[config.mk]
export PLATFORM = sky130hd
export DESIGN_NAME = adc_serial_responder_flat
export DESIGN_NICKNAME = d
export VERILOG_FILES = /design/src/rtl/adc_serial_responder_if.sv /design/src/rtl/adc_serial_responder.sv /design/src/flat_wrapper.sv
export SDC_FILE = /design/constraint.sdc
export NUM_CORES = 1
export LEC_CHECK = 0
export CORE_AREA = 2 2 50 99
export CTS_BUF_LIST = sky130_fd_sc_hd__clkbuf_8
export CTS_CLUSTER_SIZE = 12
export DETAILED_ROUTE_END_ITERATION = 12
export DIE_AREA = 0 0 52 101
export DONT_BUFFER_PORTS = 1
export GPL_TIMING_DRIVEN = 0
export PLACE_DENSITY = 0.8
export SETUP_SLACK_MARGIN = 0.3
export SLEW_MARGIN = 10
export SYNTH_ARGS = -nofsm -noshare
export SYNTH_HDL_FRONTEND = slang
export SYNTH_SLANG_ARGS = --single-unit
[constraint.sdc]
create_clock -name adc_clk -period 2.28 [get_ports adc_clk]
set_clock_uncertainty 0.15 [all_clocks]
set_input_delay 0.342 -clock adc_clk [delete_from_list [all_inputs] [get_ports adc_clk]]
set_output_delay 0.342 -clock adc_clk [all_outputs]
set_load 0.05 [all_outputs]
[src/rtl/adc_serial_responder_if.sv]
// Serial ADC pin bundle plus the parallel sample inputs and frame status.
// The master modport is the ADC controller side; the slave side is the responder.
interface adc_serial_responder_if #(
   parameter int N_CH   = 8,
   parameter int DATA_W = 12,
   parameter int CH_W   = $clog2(N_CH)
);
   logic                     cs_n;
   logic                     sclk;
   logic                     din;
   logic [N_CH*DATA_W-1:0]   ch_data;
   logic                     dout;
   logic                     dout_oe;
   logic [CH_W-1:0]          cur_channel;
   logic                     frame_done;
   logic                     frame_err;

   modport master (
      output cs_n, sclk, din, ch_data,
      input  dout, dout_oe, cur_channel, frame_done, frame_err
   );

   modport slave (
      input  cs_n, sclk, din, ch_data,
      output dout, dout_oe, cur_channel, frame_done, frame_err
   );
endinterface

[src/rtl/adc_serial_responder.sv]
// Slave-side model of an 8-channel 12-bit serial ADC, oversampling cs_n/sclk/din on adc_clk.
// Returns the sample addressed in the previous frame, MSB first, zero-padded to FRAME_BITS.
module adc_serial_responder #(
   parameter int DATA_W      = 12,
   parameter int FRAME_BITS  = 16,
   parameter int N_CH        = 8,
   parameter int SYNC_STAGES = 2,
   parameter int ADDR_POS    = 2
) (
   input  logic                   adc_clk,
   input  logic                   rst_l,
   adc_serial_responder_if.slave  io_adc
);
   localparam int CH_W     = $clog2(N_CH);
   localparam int CNT_W    = $clog2(FRAME_BITS + 1);
   localparam int IDX_W    = $clog2(FRAME_BITS);
   localparam int ADDR_MSB = FRAME_BITS - 1 - ADDR_POS;

   typedef enum logic [1:0] {
      ST_IDLE  = 2'd0,
      ST_SHIFT = 2'd1,
      ST_DONE  = 2'd2
   } state_t;

   logic [SYNC_STAGES-1:0] r_cs_sync;
   logic [SYNC_STAGES-1:0] r_sclk_sync;
   logic [SYNC_STAGES-1:0] r_din_sync;
   logic                   r_cs_prev;
   logic                   r_sclk_prev;

   state_t                 r_state, w_state_nxt;
   logic [FRAME_BITS-1:0]  r_shreg, w_shreg_nxt;
   logic [FRAME_BITS-1:0]  r_ctrl, w_ctrl_nxt;
   logic [CNT_W-1:0]       r_bit_cnt, w_bit_cnt_nxt;
   logic [CH_W-1:0]        r_next_ch, w_next_ch_nxt;
   logic [CH_W-1:0]        r_cur_ch, w_cur_ch_nxt;
   logic                   r_dout, w_dout_nxt;
   logic                   r_oe, w_oe_nxt;
   logic                   r_done, w_done_nxt;
   logic                   r_err, w_err_nxt;

   logic                   w_cs_s, w_sclk_s, w_din_s;
   logic                   w_cs_fall, w_cs_rise, w_sclk_fall, w_sclk_rise;
   logic [DATA_W-1:0]      w_sel_sample;
   logic [FRAME_BITS-1:0]  w_load;
   logic [CNT_W-1:0]       w_cnt_inc;
   logic [IDX_W-1:0]       w_ctrl_idx;

   // Reset values make the pins look idle (deselected, sclk high) so no edge is seen on release.
   always_ff @(posedge adc_clk or negedge rst_l) begin
      if (!rst_l) begin
         r_cs_sync   <= '1;
         r_sclk_sync <= '1;
         r_din_sync  <= '0;
         r_cs_prev   <= 1'b1;
         r_sclk_prev <= 1'b1;
      end else begin
         r_cs_sync   <= {r_cs_sync[SYNC_STAGES-2:0], io_adc.cs_n};
         r_sclk_sync <= {r_sclk_sync[SYNC_STAGES-2:0], io_adc.sclk};
         r_din_sync  <= {r_din_sync[SYNC_STAGES-2:0], io_adc.din};
         r_cs_prev   <= r_cs_sync[SYNC_STAGES-1];
         r_sclk_prev <= r_sclk_sync[SYNC_STAGES-1];
      end
   end

   assign w_cs_s      = r_cs_sync[SYNC_STAGES-1];
   assign w_sclk_s    = r_sclk_sync[SYNC_STAGES-1];
   assign w_din_s     = r_din_sync[SYNC_STAGES-1];
   assign w_cs_fall   = r_cs_prev & ~w_cs_s;
   assign w_cs_rise   = ~r_cs_prev & w_cs_s;
   assign w_sclk_fall = r_sclk_prev & ~w_sclk_s;
   assign w_sclk_rise = ~r_sclk_prev & w_sclk_s;

   assign w_sel_sample = io_adc.ch_data[r_next_ch*DATA_W +: DATA_W];
   assign w_load       = FRAME_BITS'(w_sel_sample);
   assign w_cnt_inc    = r_bit_cnt + 1'b1;
   // Frame bit 0 lands in the MSB of ctrl; only valid while bit_cnt < FRAME_BITS.
   assign w_ctrl_idx   = IDX_W'(FRAME_BITS - 1) - r_bit_cnt[IDX_W-1:0];

   always_ff @(posedge adc_clk or negedge rst_l) begin
      if (!rst_l) begin
         r_state   <= ST_IDLE;
         r_shreg   <= '0;
         r_ctrl    <= '0;
         r_bit_cnt <= '0;
         r_next_ch <= '0;
         r_cur_ch  <= '0;
         r_dout    <= 1'b0;
         r_oe      <= 1'b0;
         r_done    <= 1'b0;
         r_err     <= 1'b0;
      end else begin
         r_state   <= w_state_nxt;
         r_shreg   <= w_shreg_nxt;
         r_ctrl    <= w_ctrl_nxt;
         r_bit_cnt <= w_bit_cnt_nxt;
         r_next_ch <= w_next_ch_nxt;
         r_cur_ch  <= w_cur_ch_nxt;
         r_dout    <= w_dout_nxt;
         r_oe      <= w_oe_nxt;
         r_done    <= w_done_nxt;
         r_err     <= w_err_nxt;
      end
   end

   always_comb begin
      w_state_nxt   = r_state;
      w_shreg_nxt   = r_shreg;
      w_ctrl_nxt    = r_ctrl;
      w_bit_cnt_nxt = r_bit_cnt;
      w_next_ch_nxt = r_next_ch;
      w_cur_ch_nxt  = r_cur_ch;
      w_dout_nxt    = r_dout;
      w_oe_nxt      = r_oe;
      w_done_nxt    = 1'b0;
      w_err_nxt     = 1'b0;
      unique case (r_state)
         ST_IDLE: begin
            w_oe_nxt = 1'b0;
            if (w_cs_fall) begin
               w_shreg_nxt   = w_load;
               w_cur_ch_nxt  = r_next_ch;
               w_bit_cnt_nxt = '0;
               w_dout_nxt    = w_load[FRAME_BITS-1];
               w_oe_nxt      = 1'b1;
               w_state_nxt   = ST_SHIFT;
            end
         end
         ST_SHIFT: begin
            // SHIFT is left as soon as the count completes, so any cs_n rise here is a short frame.
            if (w_cs_rise) begin
               w_err_nxt   = 1'b1;
               w_oe_nxt    = 1'b0;
               w_state_nxt = ST_IDLE;
            end else if (w_sclk_rise) begin
               w_ctrl_nxt[w_ctrl_idx] = w_din_s;
               w_bit_cnt_nxt          = w_cnt_inc;
               if (w_cnt_inc == CNT_W'(FRAME_BITS)) begin
                  w_next_ch_nxt = w_ctrl_nxt[ADDR_MSB -: CH_W];
                  w_done_nxt    = 1'b1;
                  w_state_nxt   = ST_DONE;
               end
            end else if (w_sclk_fall) begin
               w_shreg_nxt = {r_shreg[FRAME_BITS-2:0], 1'b0};
               w_dout_nxt  = r_shreg[FRAME_BITS-2];
            end
         end
         ST_DONE: begin
            if (w_cs_rise) begin
               w_oe_nxt    = 1'b0;
               w_state_nxt = ST_IDLE;
            end else if (w_sclk_fall) begin
               w_oe_nxt = 1'b0;
            end
         end
         default: w_state_nxt = ST_IDLE;
      endcase
   end

   assign io_adc.dout        = r_dout;
   assign io_adc.dout_oe     = r_oe;
   assign io_adc.cur_channel = r_cur_ch;
   assign io_adc.frame_done  = r_done;
   assign io_adc.frame_err   = r_err;
endmodule

[src/flat_wrapper.sv]
// flat-port wrapper written by rule: the top's interface ports become plain ports
module adc_serial_responder_flat 
#(
   parameter int DATA_W      = 12,
   parameter int FRAME_BITS  = 16,
   parameter int N_CH        = 8,
   parameter int SYNC_STAGES = 2,
   parameter int ADDR_POS    = 2
)
  (adc_clk, rst_l, io_adc_cs_n, io_adc_sclk, io_adc_din, io_adc_ch_data, io_adc_dout, io_adc_dout_oe, io_adc_cur_channel, io_adc_frame_done, io_adc_frame_err);
  adc_serial_responder_if #(.N_CH(N_CH), .DATA_W(DATA_W)) io_adc_i ();
  input  logic adc_clk;
  input  logic rst_l;
  input wire logic [$bits(io_adc_i.cs_n)-1:0] io_adc_cs_n;
  input wire logic [$bits(io_adc_i.sclk)-1:0] io_adc_sclk;
  input wire logic [$bits(io_adc_i.din)-1:0] io_adc_din;
  input wire logic [$bits(io_adc_i.ch_data)-1:0] io_adc_ch_data;
  output wire logic [$bits(io_adc_i.dout)-1:0] io_adc_dout;
  output wire logic [$bits(io_adc_i.dout_oe)-1:0] io_adc_dout_oe;
  output wire logic [$bits(io_adc_i.cur_channel)-1:0] io_adc_cur_channel;
  output wire logic [$bits(io_adc_i.frame_done)-1:0] io_adc_frame_done;
  output wire logic [$bits(io_adc_i.frame_err)-1:0] io_adc_frame_err;
  assign io_adc_i.cs_n = io_adc_cs_n;
  assign io_adc_i.sclk = io_adc_sclk;
  assign io_adc_i.din = io_adc_din;
  assign io_adc_i.ch_data = io_adc_ch_data;
  assign io_adc_dout = io_adc_i.dout;
  assign io_adc_dout_oe = io_adc_i.dout_oe;
  assign io_adc_cur_channel = io_adc_i.cur_channel;
  assign io_adc_frame_done = io_adc_i.frame_done;
  assign io_adc_frame_err = io_adc_i.frame_err;
  adc_serial_responder #(.DATA_W(DATA_W), .FRAME_BITS(FRAME_BITS), .N_CH(N_CH), .SYNC_STAGES(SYNC_STAGES), .ADDR_POS(ADDR_POS)) u_core (.adc_clk(adc_clk), .rst_l(rst_l), .io_adc(io_adc_i));
endmodule
# ---- Word-level counts from Yosys, hierarchy flattened
# Cells that the tools add are included.
dict set report op_classes {
  n_addsub 2
  multipliers 1
  n_lt_le_gt_ge 2
  n_eq_ne 13
  n_shift 1
  mux 34
  bitwise 9
  n_reduce_logical 11
}
# op n
set ops {}
lappend ops {{96-bit by 8-bit indexed part select with 12-bit output} 1}
lappend ops {{15-bit 2-to-1 mux} 4}
lappend ops {{15-bit case mux with 2 select lines} 1}
lappend ops {{16-bit bitwise mux} 1}
lappend ops {{1-bit 2-to-1 mux} 15}
lappend ops {{5-bit 2-to-1 mux} 3}
lappend ops {{4-bit AND reduction} 3}
lappend ops {{2-bit 2-to-1 mux} 5}
lappend ops {{2-bit by 1-bit inequality test with 1-bit output, second input constant} 5}
lappend ops {{5-bit case mux with 2 select lines} 1}
lappend ops {{3-bit by 1-bit inequality test with 1-bit output, second input constant} 3}
lappend ops {{2-bit case mux with 3 select lines} 1}
lappend ops {{3-bit AND reduction} 2}
lappend ops {{5-bit by 1-bit adder with 5-bit output, second input constant} 1}
lappend ops {{5-bit == test, second input constant} 1}
lappend ops {{4-bit by 5-bit less-than comparator with 1-bit output, second input constant} 1}
lappend ops {{3-bit by 2-bit multiplier with 5-bit output, second input constant} 1}
lappend ops {{1-bit inverter} 5}
lappend ops {{5-bit AND reduction} 1}
lappend ops {{1-bit bitwise AND} 4}
lappend ops {{1-bit demux with 4-bit select} 1}
lappend ops {{4-bit by 1-bit greater-or-equal comparator with 1-bit output, second input constant} 1}
lappend ops {{2-bit inequality test, second input constant} 2}
lappend ops {{4-bit subtractor, first input constant} 1}
lappend ops {{other kinds (9)} 9}
dict set report totals {
  reg_bits 56
  in_bits 101
  wordCells 88
}

# ---- Longest topological paths before layout
# Gate-level depths: netlist of run 1.
dict set report depth {
  ltp_word 6
  mapped_depth 9
  depth_no_buf 6
}

# ---- Worst setup path after synthesis of run 1
# Ideal clock, no wire load.
dict set report synth_path {
  path_kind {reg2reg}
  from {register u_core.r_state[1]}
  to {register u_core.r_next_ch[0]}
  setup_ps 125
  arrival_ps 1818
  path_slack_ps 187
  path_stages_with_launch 8
  n_path_buf 1
  period_less_slack_ps 2093
  path_cell_list {dfrtp_1 -> inv_1 -> ha_1 -> buf_4 -> inv_1 -> or3b_4 -> nor3b_4 -> mux2_2}
}
dict set report synth_between {
  elab_chain_cells 2
}
# item line_no
set synth_rtl {}
lappend synth_rtl {{from (decl)} adc_serial_responder.sv:31} ;# state_t r_state, w_state_nxt;
lappend synth_rtl {{from (signal assigned)} adc_serial_responder.sv:93} ;# r_state <= w_state_nxt;
lappend synth_rtl {{2-bit by 1-bit == test with 1-bit output} adc_serial_responder.sv:117} ;# unique case (r_state)
lappend synth_rtl {{4-bit AND reduction (no source line)} --}
lappend synth_rtl {{to (signal assigned)} adc_serial_responder.sv:97} ;# r_next_ch <= w_next_ch_nxt;
lappend synth_rtl {{to (decl)} adc_serial_responder.sv:35} ;# logic [CH_W-1:0] r_next_ch, w_next_ch_nxt;
# Every way passes these cells.
# A chain may end at the register's enable or synchronous reset.

# ---- Worst setup path after layout of run 1
# Ends and elaborated chain as after synthesis.

==> results summary, run 1 <==
The standard-cell row count came out at 35. The count of filler cells inserted in the layout came out at 246. Among all flip-flop cells after synthesis, the most frequent one is sky130_fd_sc_hd__dfrtp_1.

The clock tree from TritonCTS is built. Together, buffers and inverters on the worst path number 3. The critical path endpoint category is a flip-flop. The die extent in x is 52 um. The internal reg-to-reg setup slack came out at 190 ps. The capture point of the worst reg-to-reg path is u_core.r_next_ch[0]$_DFFE_PN0P_. The clock transition at the registers of the reported paths is 90 ps. The total wirelength of the detailed-routed design came out at 7.84 mm. The DRC violations left came out at 0. The total number of vias came out at 2251. Synthesis instantiated 44 different standard cells from the library. The proportion of synthesized flip-flops having asynchronous set or reset came out at 100%. The global routing usage on met3 is 5.04%.

The first-pass iteration count of the detailed router came out at 4. The I/O pin count is 108. The post-detailed-route wirelength per cell came out at 24.1 um. The clock root buffer master is sky130_fd_sc_hd__clkbuf_8. Of all nets on the critical path, the largest fanout is 4. The total CTS buffers is 5. The number of global-route vias before repair came out at 2336. The total setup violations reported at the end of the flow came out at 0. The net load switching power is 1.03 mW. The post-synthesis instance area is 0.00289 mm2. The worst-case headroom to the max-slew limit came out at 64.3%. The die is 101 um tall. The data arrival time of the critical path came out at 2110 ps. The worst setup path is launched from a flip-flop. The ratio of routed vias to standard cells is 6.93.

The worst path meets setup with 189 ps of slack. The initial antenna violation count is 1. The floorplan step defined a die boundary enclosing 0.00525 mm2. The maximum number of pins on one net before global-route repair came out at 44. The smallest clock period supported by the final layout is computed as 2090 ps. The final hold violation count came out at 0. The number of enable flip-flop cells after synthesis came out at 0. Traced cell by cell, the critical path runs through inv_2 -> ha_4 -> buf_8 -> inv_6 -> or3b_4 -> nor3b_4 -> mux2_4. Setup repair after global routing could not meet its margin everywhere. The maximum clock insertion buffer count came out at 2.

Of the total power, the share spent switching nets is 34.4%. The number of sinks on the clock net came out at 43. The global-route congestion overflow total came out at 0. The total of buffers placed on input and output ports is 0. The maximum resistive drop on vdd is 0.637 mV.

The final critical-path share of the clock period came out at 91.7%. The average size of a mapped cell came out at 12.4 um2. The source-to-sink clock delay at the later pin of the worst-skew pair came out at 290 ps. The dominant delay contributor by cell family on the critical path is simple AND/OR/NAND/NOR gates.

The slowest cell on the critical path is sky130_fd_sc_hd__dfrtp_1. The number of H-tree levels is 2. The post-placement cell count is 288. Once layout is complete, the utilization of the core stands at 78.3%.

The worst-case reg-to-reg path depth came out at 7. The met2 usage is 49.4%. The global placement routability congestion is 0.850. Global routing used 37.8% of the available met1 tracks. The worst hold path depth came out at 0.

The worst hold path terminates at u_core.r_sclk_sync[1]$_DFF_PN1_. The number of instances in the synthesized netlist is 233. Relative to the synthesized area, the layout overhead comes to 22.4%. The number of max-slew violations in the final report came out at 0. The number of nets in the synthesized netlist came out at 341.

The number of design-rule violations left by the first detailed-router iteration came out at 76. The relative contribution of the clock network to total power came out at 23.3%. The leakage power figure came out at 1.49 nW. The flow ran to the end, and the final reports show no timing, DRC or antenna violations. For the worst setup path, the data required time is 2300 ps. In this run the most critical hold path is launched from u_core.r_sclk_sync[0]$_DFF_PN1_.

The max-capacitance violation count is 0. The worst setup slack after placement came out at -66.0 ps. Static timing analysis puts the maximum clock frequency at 0.478 GHz. The critical path is of the reg2reg type. The wire-length estimate of the detail-placed layout is 4.95 mm. The critical register-to-register path startpoint is u_core.r_state[1]$_DFFE_PN0P_. The overall global routing resource usage came out at 29.0%. The initial core utilization is 64.0%. Of the synthesized area, sequential elements account for 37.6%.

The transition time at the pin with the least slew margin is 535 ps. Per report_power, the combinational group accounts for 40.0% of the total. The layer flagged by global routing as most heavily used is met2.

The non-filler instance count after layout is 325. Cells with a size suffix above 1 make up 39.0% of the layout. The number of synthesized register bits is 43. The overall power is 2.98 mW. The global-route wire length before repair came out at 11.2 mm. The launching instance or port of the critical path is u_core.r_state[1]$_DFFE_PN0P_. The remaining antenna violation count after routing is 0. The cell internal power dissipation came out at 1.95 mW. In this run, flip-flops and latches consume 36.7% of the power. Power spread over the standard cell area amounts to 844 mW/mm2.

The delay of the slowest critical-path stage is 400 ps. The layout net count is 376. The core region is 0.00451 mm2. The worst hold-check path type is reg2reg. The number of warning messages in the yosys log came out at 0.
## final cells by class
class,instances,area (um2),share of cell area [%]
multi-input cells,162,1770,50.2
flip-flops and latches,43,1080,30.7
repair buffers,28,274,7.76
plain buffers,19,158,4.46
clock buffers,5,68.8,1.95
well taps,55,68.8,1.95
clock inverters,3,63.8,1.81
inverters,9,38.8,1.10
diodes,1,2.50,0.0709
## through the flow
stage	hold slack, ps	area [um2]	TNS, ps
finish	207	3530	0
global route	211	3530	0
CTS	209	3390	0
detailed placement	-103	2980	-293
global placement	-103	2980	0
floorplan	-104	2910	0
## power by group through the flow
| stage | sequential (mW) | combinational, mW | clock, mW |
|---|---|---|---|
| floorplan | 1.06 | 0.646 | 0 |
| global placement | 1.08 | 0.752 | 0 |
| detailed placement | 1.09 | 0.790 | 0 |
| CTS | 1.08 | 1.02 | 0.701 |
| global route | 1.11 | 1.28 | 0.720 |
| finish | 1.09 | 1.19 | 0.694 |
## state kept, by name, indices dropped and copies added, names as in the netlist
| signal | cells |
|---|---|
| u_core.io_adc.cur_channel | 3 |
| u_core.io_adc.dout | 1 |
| u_core.io_adc.dout_oe | 1 |
| u_core.io_adc.frame_done | 1 |
| u_core.io_adc.frame_err | 1 |
| u_core.r_bit_cnt | 5 |
| u_core.r_cs_prev | 1 |
| u_core.r_cs_sync | 2 |
| u_core.r_ctrl | 3 |
| u_core.r_din_sync | 2 |
| u_core.r_next_ch | 3 |
| u_core.r_sclk_prev | 1 |
| u_core.r_sclk_sync | 2 |
| u_core.r_shreg | 15 |
| u_core.r_state | 2 |
## cells in the final DEF, fill, tap and decap left out, types with 4 or more instances in the layout
master and n:
sky130_fd_sc_hd__clkbuf_1 5, sky130_fd_sc_hd__o211ai_1 21, sky130_fd_sc_hd__nand2_1 17, sky130_fd_sc_hd__dlygate4sd3_1 4
sky130_fd_sc_hd__nand3_1 5, sky130_fd_sc_hd__mux2i_1 16, sky130_fd_sc_hd__nand3b_1 5, sky130_fd_sc_hd__mux2_2 13
sky130_fd_sc_hd__mux4_2 11, sky130_fd_sc_hd__inv_1 6, sky130_fd_sc_hd__ha_1 5, sky130_fd_sc_hd__buf_6 8
sky130_fd_sc_hd__dfrtp_1 36, sky130_fd_sc_hd__buf_4 18, sky130_fd_sc_hd__dfstp_2 6, sky130_fd_sc_hd__o21ai_2 9
sky130_fd_sc_hd__nand2b_1 4, sky130_fd_sc_hd__clkbuf_8 5, sky130_fd_sc_hd__mux4_1 13, sky130_fd_sc_hd__nor2_1 4
## how the worst max path moves through the flow
stage                                           end  slack (ps)  cells after the start
floorplan           u_core.r_next_ch[0]$_DFFE_PN0P_         260                      7
global placement    u_core.r_bit_cnt[4]$_DFFE_PN0P_          60                      8
detailed placement    u_core.r_shreg[4]$_DFFE_PN0P_         -70                      8
CTS                 u_core.r_next_ch[0]$_DFFE_PN0P_         220                      7
global route         u_core.r_shreg[12]$_DFFE_PN0P_         150                      9
finish              u_core.r_next_ch[0]$_DFFE_PN0P_         190                      7
## layer usage
layer	share of wire (%)	vias up
met3	7.1	30
met2	53	135
met4	4.1	0
li1	-	981
met5	0	-
met1	36	1105
## cell usage after synthesis, types with 2 or more instances
master	count	area, um2
sky130_fd_sc_hd__or3_1	2	12.5
sky130_fd_sc_hd__nor2_1	5	18.8
sky130_fd_sc_hd__inv_1	8	30.0
sky130_fd_sc_hd__o2bb2ai_1	2	17.5
sky130_fd_sc_hd__ha_1	7	87.6
sky130_fd_sc_hd__mux4_1	15	394
sky130_fd_sc_hd__clkbuf_1	9	33.8
sky130_fd_sc_hd__o21ai_1	8	40.0
sky130_fd_sc_hd__dfrtp_1	37	926
sky130_fd_sc_hd__o221ai_1	4	35.0
sky130_fd_sc_hd__o21ai_0	4	20.0
sky130_fd_sc_hd__nand2_1	17	63.8
sky130_fd_sc_hd__nand2b_1	5	31.3
sky130_fd_sc_hd__buf_2	5	25.0
sky130_fd_sc_hd__buf_4	3	22.5
sky130_fd_sc_hd__nand3_1	5	25.0
sky130_fd_sc_hd__mux2_2	15	169
sky130_fd_sc_hd__a21oi_1	2	10.0
sky130_fd_sc_hd__mux2i_1	18	180
sky130_fd_sc_hd__mux4_2	9	203
sky130_fd_sc_hd__o211ai_1	21	158
sky130_fd_sc_hd__dfstp_2	6	158
sky130_fd_sc_hd__nand3b_1	5	37.5
## logic make-up after synthesis
logic type	share of synthesized area, %
AO/OA/AOI/OAI	12.7
adder cells (fa/ha/maj)	3.04
buffers and inverters	4.90
flip-flops	37.6
multiplexers	32.8
AND/OR/NAND/NOR	9.06
## timing repair
action | CTS | global route
setup endpoints to repair | 24 | 28
endpoints found under the hold margin | 46 | 0
setup buffers | 18 | 3
hold buffers | 5 | 0
pin swaps | 6 | 17
gates cloned | 1 | 1
resized for setup | 21 | 33
Note: power is estimated with default switching activity, not from simulation.
==> run 2: changes to the inputs <==
--- a/config.mk
+++ b/config.mk
@@ -5,14 +5,15 @@
 export SDC_FILE = /design/constraint.sdc
 export NUM_CORES = 1
 export LEC_CHECK = 0
-export CORE_AREA = 2 2 50 99
+export ABC_AREA = 1
+export CORE_AREA = 2 2 50 98
 export CTS_BUF_LIST = sky130_fd_sc_hd__clkbuf_8
 export CTS_CLUSTER_SIZE = 12
 export DETAILED_ROUTE_END_ITERATION = 12
-export DIE_AREA = 0 0 52 101
+export DIE_AREA = 0 0 52 100
 export DONT_BUFFER_PORTS = 1
 export GPL_TIMING_DRIVEN = 0
-export PLACE_DENSITY = 0.8
+export PLACE_DENSITY = 0.79
 export SETUP_SLACK_MARGIN = 0.3
 export SLEW_MARGIN = 10
 export SYNTH_ARGS = -nofsm -noshare
==> run 2 against run 1 <==
Clock power fell by 2%. Clock-buffer cell count did not move. Critical path depth rose by 2. Hold slack got worse by 11 ps. Critical endpoint is now u_core.r_shreg[1]$_DFFE_PN0P_. Critical path type unchanged. Sequential power barely moved. Non-clock buffer count fell by 20. Combinational power fell by 15%. Routed wire length fell by 3.2%. Largest power group is now sequential cells. Via count rose by 22%. Flip-flop and latch count did not move. Setup slack improved by 300 ps.
==> results summary, run 2 <==
The flow ran to the end, and the final reports show no timing, DRC or antenna violations. The max-capacitance violation count came out at 0. The worst register-to-register path ends at u_core.r_shreg[1]$_DFFE_PN0P_. The global-route wire length before repair is 11.8 mm. The relative area change from synthesis to final layout came out at 9.55%. The area of the die is 0.00520 mm2. After layout, the minimum clock period comes to 1790 ps. The total of buffers placed on input and output ports is 0. The proportion of synthesized flip-flops having asynchronous set or reset is 100%. STA classifies the critical path endpoint as a flip-flop. The sequential share of the synthesized area is 38.7%.

The count of filler cells inserted in the layout came out at 405. The number of antenna repair diodes came out at 0. Clock tree synthesis found a total of 43 sinks.

The initial antenna violation count was 0. The overall power is 2.79 mW. The worst setup slack after placement is 460 ps. After the last flow step, the layout net total stands at 532. Summed over all failing endpoints, the final setup total negative slack is 0 ps. The worst-case headroom to the max-slew limit came out at 67.7%. Of the cells placed in the final design, the portion with a size suffix greater than 1 is 10.4%.

For this block, the via count after detailed routing is 2756. For this run, the total global-route usage over all layers was measured as 29.8%. The largest single stage delay on the critical path is 390 ps. After global routing the overflow that remains totals 0. The post-synthesis instance area is 0.00280 mm2. The destination of the critical timing path is u_core.r_shreg[1]$_DFFE_PN0P_.

The top cell types in the final layout, fill and taps aside, are sky130_fd_sc_hd__nand2_1 (136), sky130_fd_sc_hd__nand3_1 (66), sky130_fd_sc_hd__nor2_1 (51). Counting stages on the worst path, the most repeated cell is sky130_fd_sc_hd__nand2_1. The biggest fanout along the worst timing path is 10. The predominant post-synthesis flop cell is sky130_fd_sc_hd__dfrtp_1. Ranked by instance count, the synthesized netlist is headed by sky130_fd_sc_hd__nand2_1 (136), sky130_fd_sc_hd__nand3_1 (66), sky130_fd_sc_hd__nor2_1 (52).

At the worst endpoint, the required time is 2310 ps. The largest registers in the layout are u_core.r_shreg (15), u_core.r_bit_cnt (5). The number of warning messages in the yosys log came out at 0. After the first detailed-routing iteration, the DRC count stood at 90. The final hold violation count came out at 0. In this run, synthesis inferred 0 flip-flops with an integrated enable. The critical register-to-register path startpoint is u_core.r_state[1]$_DFFE_PN0P_.

The maximum clock insertion buffer count came out at 2. The I/O pin count is 108. The number of cells on the worst reg-to-reg path is 9. The data arrival time of the critical path is 1820 ps. The number of nets in the synthesized netlist came out at 520. The area share of the largest cell type after synthesis came out at 33.0%. The library cell used most frequently in the layout, excluding fill and tap cells, is sky130_fd_sc_hd__nand2_1. Traced cell by cell, the critical path runs through inv_1 -> ha_2 -> inv_2 -> nand2_1 -> nand2_2 -> nand3_4 -> buf_6 -> a21oi_1 -> nand2_1. The number of synthesized register bits is 43.

Before antenna repair, the detailed router went through 4 iterations. Once detail routing completed, the nets flagged for antenna violations numbered 0. At the end of routability-driven placement, the weighted congestion stood at 0.903.

The vertical die dimension is 100 um. The final critical-path share of the clock period is 78.4%. For this configuration, the core starts out at a cell density of 62.1%.

The HPWL after detailed placement is 5.69 mm. The average size of a mapped cell came out at 6.80 um2. The leakage power figure came out at 1.47 nW. The ratio of routed vias to standard cells is 5.74. The maximum resistive drop on vdd came out at 0.851 mV. The unique cell type count in the Yosys netlist is 24.

After synthesis, the cell types taking the most area are sky130_fd_sc_hd__dfrtp_1 (33%), sky130_fd_sc_hd__nand2_1 (18%), sky130_fd_sc_hd__nand3_1 (12%). CTS built an H-tree with a depth of 2. After technology mapping, the gate count stands at 412. The maximum number of pins on one net before global-route repair is 44.

The flip-flop count of the largest register after layout came out at 15. The critical path class is reg2reg. The maximum clock frequency is 0.560 GHz.

Dividing total power by cell area gives a power density of 910 mW/mm2. After detailed routing, the average wire length per cell comes to 15.8 um. For the pin with the worst max-slew slack, the measured transition is 485 ps. The total setup violations reported at the end of the flow is 0. The total wirelength of the detailed-routed design came out at 7.59 mm. The floorplan core area is 0.00451 mm2.

The most flop-heavy register is u_core.r_shreg. TritonCTS built the clock tree. After floorplanning, the core was divided into 35 placement rows. The total CTS buffers came out at 5. The die is 52 um wide. The cell accounting for the most synthesized area is sky130_fd_sc_hd__dfrtp_1.

The final setup slack of the worst path came out at 493 ps. The buffer count from post-CTS setup fixing came out at 0. The DRC violations left came out at 0. The number of global-route vias before repair is 2652. The most critical setup path has its startpoint at u_core.r_state[1]$_DFFE_PN0P_. The worst register-to-register path has a setup slack of 490 ps. The clock root buffer master is sky130_fd_sc_hd__clkbuf_8.

The slowest stage of the critical path is the sky130_fd_sc_hd__dfrtp_1 cell. The clock transition at the registers of the reported paths came out at 80 ps. The number of max-slew violations in the final report is 0. Setup repair after global routing left no endpoint under its margin. sky130_fd_sc_hd__nand2_1 is the most common cell in the netlist. STA classifies the critical path startpoint as a flip-flop. For the worst-skew pair, the clock arrives at the later sink with an insertion delay of 300 ps. The path class of the tightest hold or removal check is reg2reg.
-- run 2: cell types whose count changed after synthesis, sizes merged, moves of 4 or more --
| cell | change |
|---|---|
| nand2 | +122 |
| nand3 | +62 |
| nor2 | +50 |
| o21ai | +27 |
| mux4 | -24 |
| mux2i | -18 |
| mux2 | -15 |
| o211ai | -11 |
| inv | +10 |
| a21oi | +5 |
| buf | +5 |
| nand2b | -5 |
| nand3b | -4 |
| o221ai | -4 |
-- run 2: layer usage --
layer | vias to the layer above | share of wire (%) | track usage (%)
li1 | 1366 | - | -
met1 | 1251 | 38 | 35.0
met2 | 119 | 52 | 50.4
met3 | 20 | 6.9 | 7.74
met4 | 0 | 2.9 | 11.5
met5 | - | 0 | 0
-- run 2: worst min-delay path by stage --
| stage | startpoint | end | slack (ps) | depth (start not counted) |
|---|---|---|---|---|
| finish | u_core.r_cs_sync[0]$_DFF_PN1_ | u_core.r_cs_sync[1]$_DFF_PN1_ | 200 | 0 |
| global route | u_core.r_cs_sync[0]$_DFF_PN1_ | u_core.r_cs_sync[1]$_DFF_PN1_ | 200 | 0 |
| CTS | u_core.r_sclk_sync[0]$_DFF_PN1_ | u_core.r_sclk_sync[1]$_DFF_PN1_ | 200 | 0 |
| detailed placement | rst_l | u_core.r_shreg[8]$_DFFE_PN0P_ | -100 | 0 |
| global placement | rst_l | u_core.r_shreg[8]$_DFFE_PN0P_ | -100 | 0 |
| floorplan | rst_l | u_core.io_adc.cur_channel[0]$_DFFE_PN0P_ | -100 | 0 |
-- run 2: metrics by stage --
step	cell area, um2	util, %	instances	hold WS, ps
floorplan	2800	-	412	-104
global placement	2870	63.7	467	-103
detailed placement	2870	63.7	467	-103
CTS	3060	67.9	480	202
global route	3070	68.1	480	199
finish	3070	68.1	480	196
-- run 2: what timing repair did --
item	CTS	global route
endpoints found under the hold margin	46	0
resized for setup	0	4
hold buffers	5	0
setup endpoints to repair	0	14
-- run 2: final cells by class --
| cell class | instances | area (um2) | area share, % |
|---|---|---|---|
| Clock inverter | 3 | 63.8 | 2.08 |
| Timing Repair Buffer | 5 | 60.1 | 1.96 |
| Multi-Input combinational cell | 328 | 1530 | 49.8 |
| Buffer | 22 | 125 | 4.07 |
| Tap cell | 55 | 68.8 | 2.24 |
| Inverter | 19 | 71.3 | 2.32 |
| Clock buffer | 5 | 68.8 | 2.24 |
| Sequential cell | 43 | 1080 | 35.3 |
-- run 2: logic make-up after synthesis --
group / count (synthesis) / synth area share, %
AO/OA/AOI/OAI: 56 / 11.0
adder cells (fa/ha/maj): 7 / 3.12
buffers and inverters: 41 / 6.96
flip-flops: 43 / 38.7
AND/OR/NAND/NOR: 265 / 40.2
-- run 2: critical path: cells and delay by family (launching register included) --
family	cells	cell delay, ps
DFF	1	390
and+or+nand+nor	4	340
adders and majority gates	1	220
buffers and inverters	3	400
AOI/OAI and AO/OA	1	170
-- run 2: where the power goes --
group / total (mW) / internal [mW] / switching [mW]
registers: 1.10 / 0.946 / 0.157
logic: 1.01 / 0.368 / 0.641
clock network: 0.683 / 0.433 / 0.250
==> run 3: changes to the inputs <==
--- a/config.mk
+++ b/config.mk
@@ -5,15 +5,15 @@
 export SDC_FILE = /design/constraint.sdc
 export NUM_CORES = 1
 export LEC_CHECK = 0
-export ABC_AREA = 1
-export CORE_AREA = 2 2 50 98
+export ABC_AREA = 0
+export CORE_AREA = 2 2 50 99
 export CTS_BUF_LIST = sky130_fd_sc_hd__clkbuf_8
 export CTS_CLUSTER_SIZE = 12
 export DETAILED_ROUTE_END_ITERATION = 12
-export DIE_AREA = 0 0 52 100
+export DIE_AREA = 0 0 52 101
 export DONT_BUFFER_PORTS = 1
 export GPL_TIMING_DRIVEN = 0
-export PLACE_DENSITY = 0.79
+export PLACE_DENSITY = 0.8
 export SETUP_SLACK_MARGIN = 0.3
 export SLEW_MARGIN = 10
 export SYNTH_ARGS = -nofsm -noshare
==> constraint.sdc (replaced) <==
create_clock -name adc_clk -period 1.7 [get_ports adc_clk]
set_clock_uncertainty 0.15 [all_clocks]
set_input_delay 0.255 -clock adc_clk [delete_from_list [all_inputs] [get_ports adc_clk]]
set_output_delay 0.255 -clock adc_clk [all_outputs]
set_load 0.05 [all_outputs]
==> run 3 against run 2 <==
Via count down 17%. Sequential share of layout area fell by 5.0 points. Non-clock buffer count rose by 18. Combinational power is 64% higher. Core utilization rose by 11 points. Die area increased by 1.0%. The run now ends with negative hold slack, negative setup slack left. Largest cell class unchanged. Sequential power is 34% higher. Maximum frequency is 16% lower.
==> results summary, run 3 (synthesized netlist as in run 1, its figures left out) <==
The run finished, with violations left. The final reports fail on negative hold slack, negative setup slack. The count of filler cells inserted in the layout is 244. The register with the most flip-flops in the final layout is u_core.r_shreg. For this block, the via count after detailed routing is 2288. Leaving out fill and tap cells, the most frequent cell in the layout is sky130_fd_sc_hd__dfrtp_1. The initial core utilization came out at 64.0%. The final design area excluding fillers came out at 0.00359 mm2. Net switching is 34.7% of the power. Of the total power, the clock network draws 23.4%.

In this design, the stage delay of the slowest critical-path cell is 410 ps. The biggest fanout along the worst timing path is 4. In the final layout, the share of cells above drive strength 1 is 41.6%.

In the global route stage, overall resource usage came out at 28.6%. The utilization after layout is 79.5%. Setup repair after global routing could not meet its margin everywhere. The number of H-tree levels came out at 2. The worst-case headroom to the max-slew limit is 65.1%. The final hold violation count is 43. The layout net count came out at 374. The number of max-slew violations in the final report came out at 0. The net load switching power is 1.42 mW. The combinational power share came out at 40.6%. The overall power came out at 4.09 mW. The total setup violations reported at the end of the flow is 28. The post-placement cell count is 288. The internal power of the cells totals 2.67 mW. The root buffer cell chosen for the clock tree is sky130_fd_sc_hd__clkbuf_8. The number of sinks on the clock net is 43.

The slowest cell on the critical path is sky130_fd_sc_hd__dfrtp_1. The non-filler instance count after layout came out at 323. The source-to-sink clock delay at the later pin of the worst-skew pair is 300 ps.

Input and output buffers added on the ports amount to 0. The power per cell area is 1140 mW/mm2. During I/O placement, the number of pins put on the boundary was 108. The total area of multi-input combinational cells is 0.00182 mm2.

The critical path endpoint category is a flip-flop. Dividing the detail-routed wire length by the instance count gives 24.4 um. The fraction of power consumed by sequential logic came out at 36.0%.

TritonCTS built the clock tree. The clock transition at the registers of the reported paths is 90 ps. The post-cts hold buffer count is 3. For this run, design rule violations remaining after detail routing come to 0. The first global-routing pass estimated 11.0 mm of wire. The initial antenna violation count came out at 0.

Once detail routing completed, the nets flagged for antenna violations numbered 0. The area of the die came out at 0.00525 mm2. The transition time at the pin with the least slew margin is 524 ps. The relative area change from synthesis to final layout is 24.3%.

Global routing finished with a remaining overflow of 0. The ratio of routed vias to standard cells is 7.08. The tightest min-delay check is of the in2async type. Traced cell by cell, the critical path runs through inv_2 -> ha_4 -> buf_8 -> inv_4 -> or3b_4 -> nor3b_4 -> mux2_4.

Hold timing on the final database bottoms out at a slack of -517 ps. The number of global-route vias before repair is 2281. The leakage power figure is 1.51 nW.

The final critical-path share of the clock period is 125%. The max-capacitance violation count came out at 0. The die extent in x is 52 um. The vertical die dimension came out at 101 um. Buffers inserted during clock tree synthesis total 5. The standard-cell row count came out at 35. The maximum number of pins on one net before global-route repair is 44. The combined flip-flop and latch cell area came out at 0.00109 mm2. The number of design-rule violations left by the first detailed-router iteration came out at 103. The maximum clock insertion buffer count came out at 2. The endpoint required time on the critical path is 1730 ps. The total half-perimeter wirelength after legalization and detailed placement is 5.00 mm. The instance area at placement came out at 0.00299 mm2.

For the final routed database, the setup TNS stands at -10110 ps. STA classifies the critical path startpoint as a flip-flop. Prior to clock tree synthesis, the placed netlist has a worst setup slack of -502 ps. Routability-driven placement finished with a final weighted congestion of 0.819. In the layout the commonest cells are sky130_fd_sc_hd__dfrtp_1 (35), sky130_fd_sc_hd__o211ai_1 (21), sky130_fd_sc_hd__nand2_1 (17). The flip-flop count of the largest register after layout came out at 15.

Once routing completed, OpenROAD measured the worst setup slack at -430 ps. The worst path in the final design needs a cycle of 2130 ps, including I/O delays and setup. The first-pass iteration count of the detailed router is 8.

The critical path class is reg2reg. Wires add up to 7.88 mm. The maximum resistive drop on vdd is 0.813 mV.

The maximum clock frequency came out at 0.469 GHz. The data arrival time of the critical path is 2160 ps. The floorplan step defined a core boundary enclosing 0.00451 mm2. The largest registers in the layout are u_core.r_shreg (15), u_core.r_bit_cnt (5).
==> run 3: final cells by class <==
class | instances | share of cell area, %
multi-input cells | 162 | 50.8
inverters | 9 | 1.01
flip-flops and latches | 43 | 30.3
repair buffers | 26 | 7.61
clock inverters | 3 | 1.78
diodes | 1 | 0.0698
well taps | 55 | 1.92
plain buffers | 19 | 4.61
clock buffers | 5 | 1.92
==> run 3: final timing paths <==
path	depth (start not counted)	slack [ps]	end	startpoint
worst min-delay path	0	-520	u_core.io_adc.frame_err$_DFF_PN0_	rst_l
worst min register to register	0	210	u_core.r_cs_sync[1]$_DFF_PN1_	u_core.r_cs_sync[0]$_DFF_PN1_
max in group asynchronous	0	1720	u_core.r_sclk_sync[0]$_DFF_PN1_	rst_l
worst max-delay path	7	-430	u_core.r_next_ch[1]$_DFFE_PN0P_	u_core.r_state[1]$_DFFE_PN0P_
min in group adc_clk	0	210	u_core.r_cs_sync[1]$_DFF_PN1_	u_core.r_cs_sync[0]$_DFF_PN1_
worst max register to register	7	-430	u_core.r_next_ch[1]$_DFFE_PN0P_	u_core.r_state[1]$_DFFE_PN0P_
==> run 3: repair_timing <==
| item | 4_1_cts | 5_1_grt |
|---|---|---|
| endpoints found under the hold margin | 46 | 43 |
| setup buffers | 11 | 9 |
| pin swaps | 5 | 18 |
| gates resized for setup | 24 | 38 |
| gates cloned | 0 | 3 |
| endpoints found under the setup margin | 35 | 36 |
==> run 3: metal layers <==
layer	vias to the layer above	routed length, um	track usage (%)
met1	1136	2780	37.6
met4	0	212	9.72
met5	-	0	0
li1	975	-	-
met2	153	4250	46.2
met3	24	634	6.38
==> run 3: power groups by stage <==
stage	Sequential (mW)	Combinational, mW	Clock [mW]
CTS	1.44	1.31	0.962
global route	1.49	1.77	0.995
floorplan	1.42	0.877	0
detailed placement	1.46	1.07	0
finish	1.47	1.66	0.958
global placement	1.45	1.02	0
==> run 3: critical path: cells and delay by family (launching register included) <==
family / cells / cell delay [ps]
AND/OR/NAND/NOR: 2 / 730
flip-flops: 1 / 410
multiplexers: 1 / 340
buffers and inverters: 3 / 240
adder cells (fa/ha/maj): 1 / 140
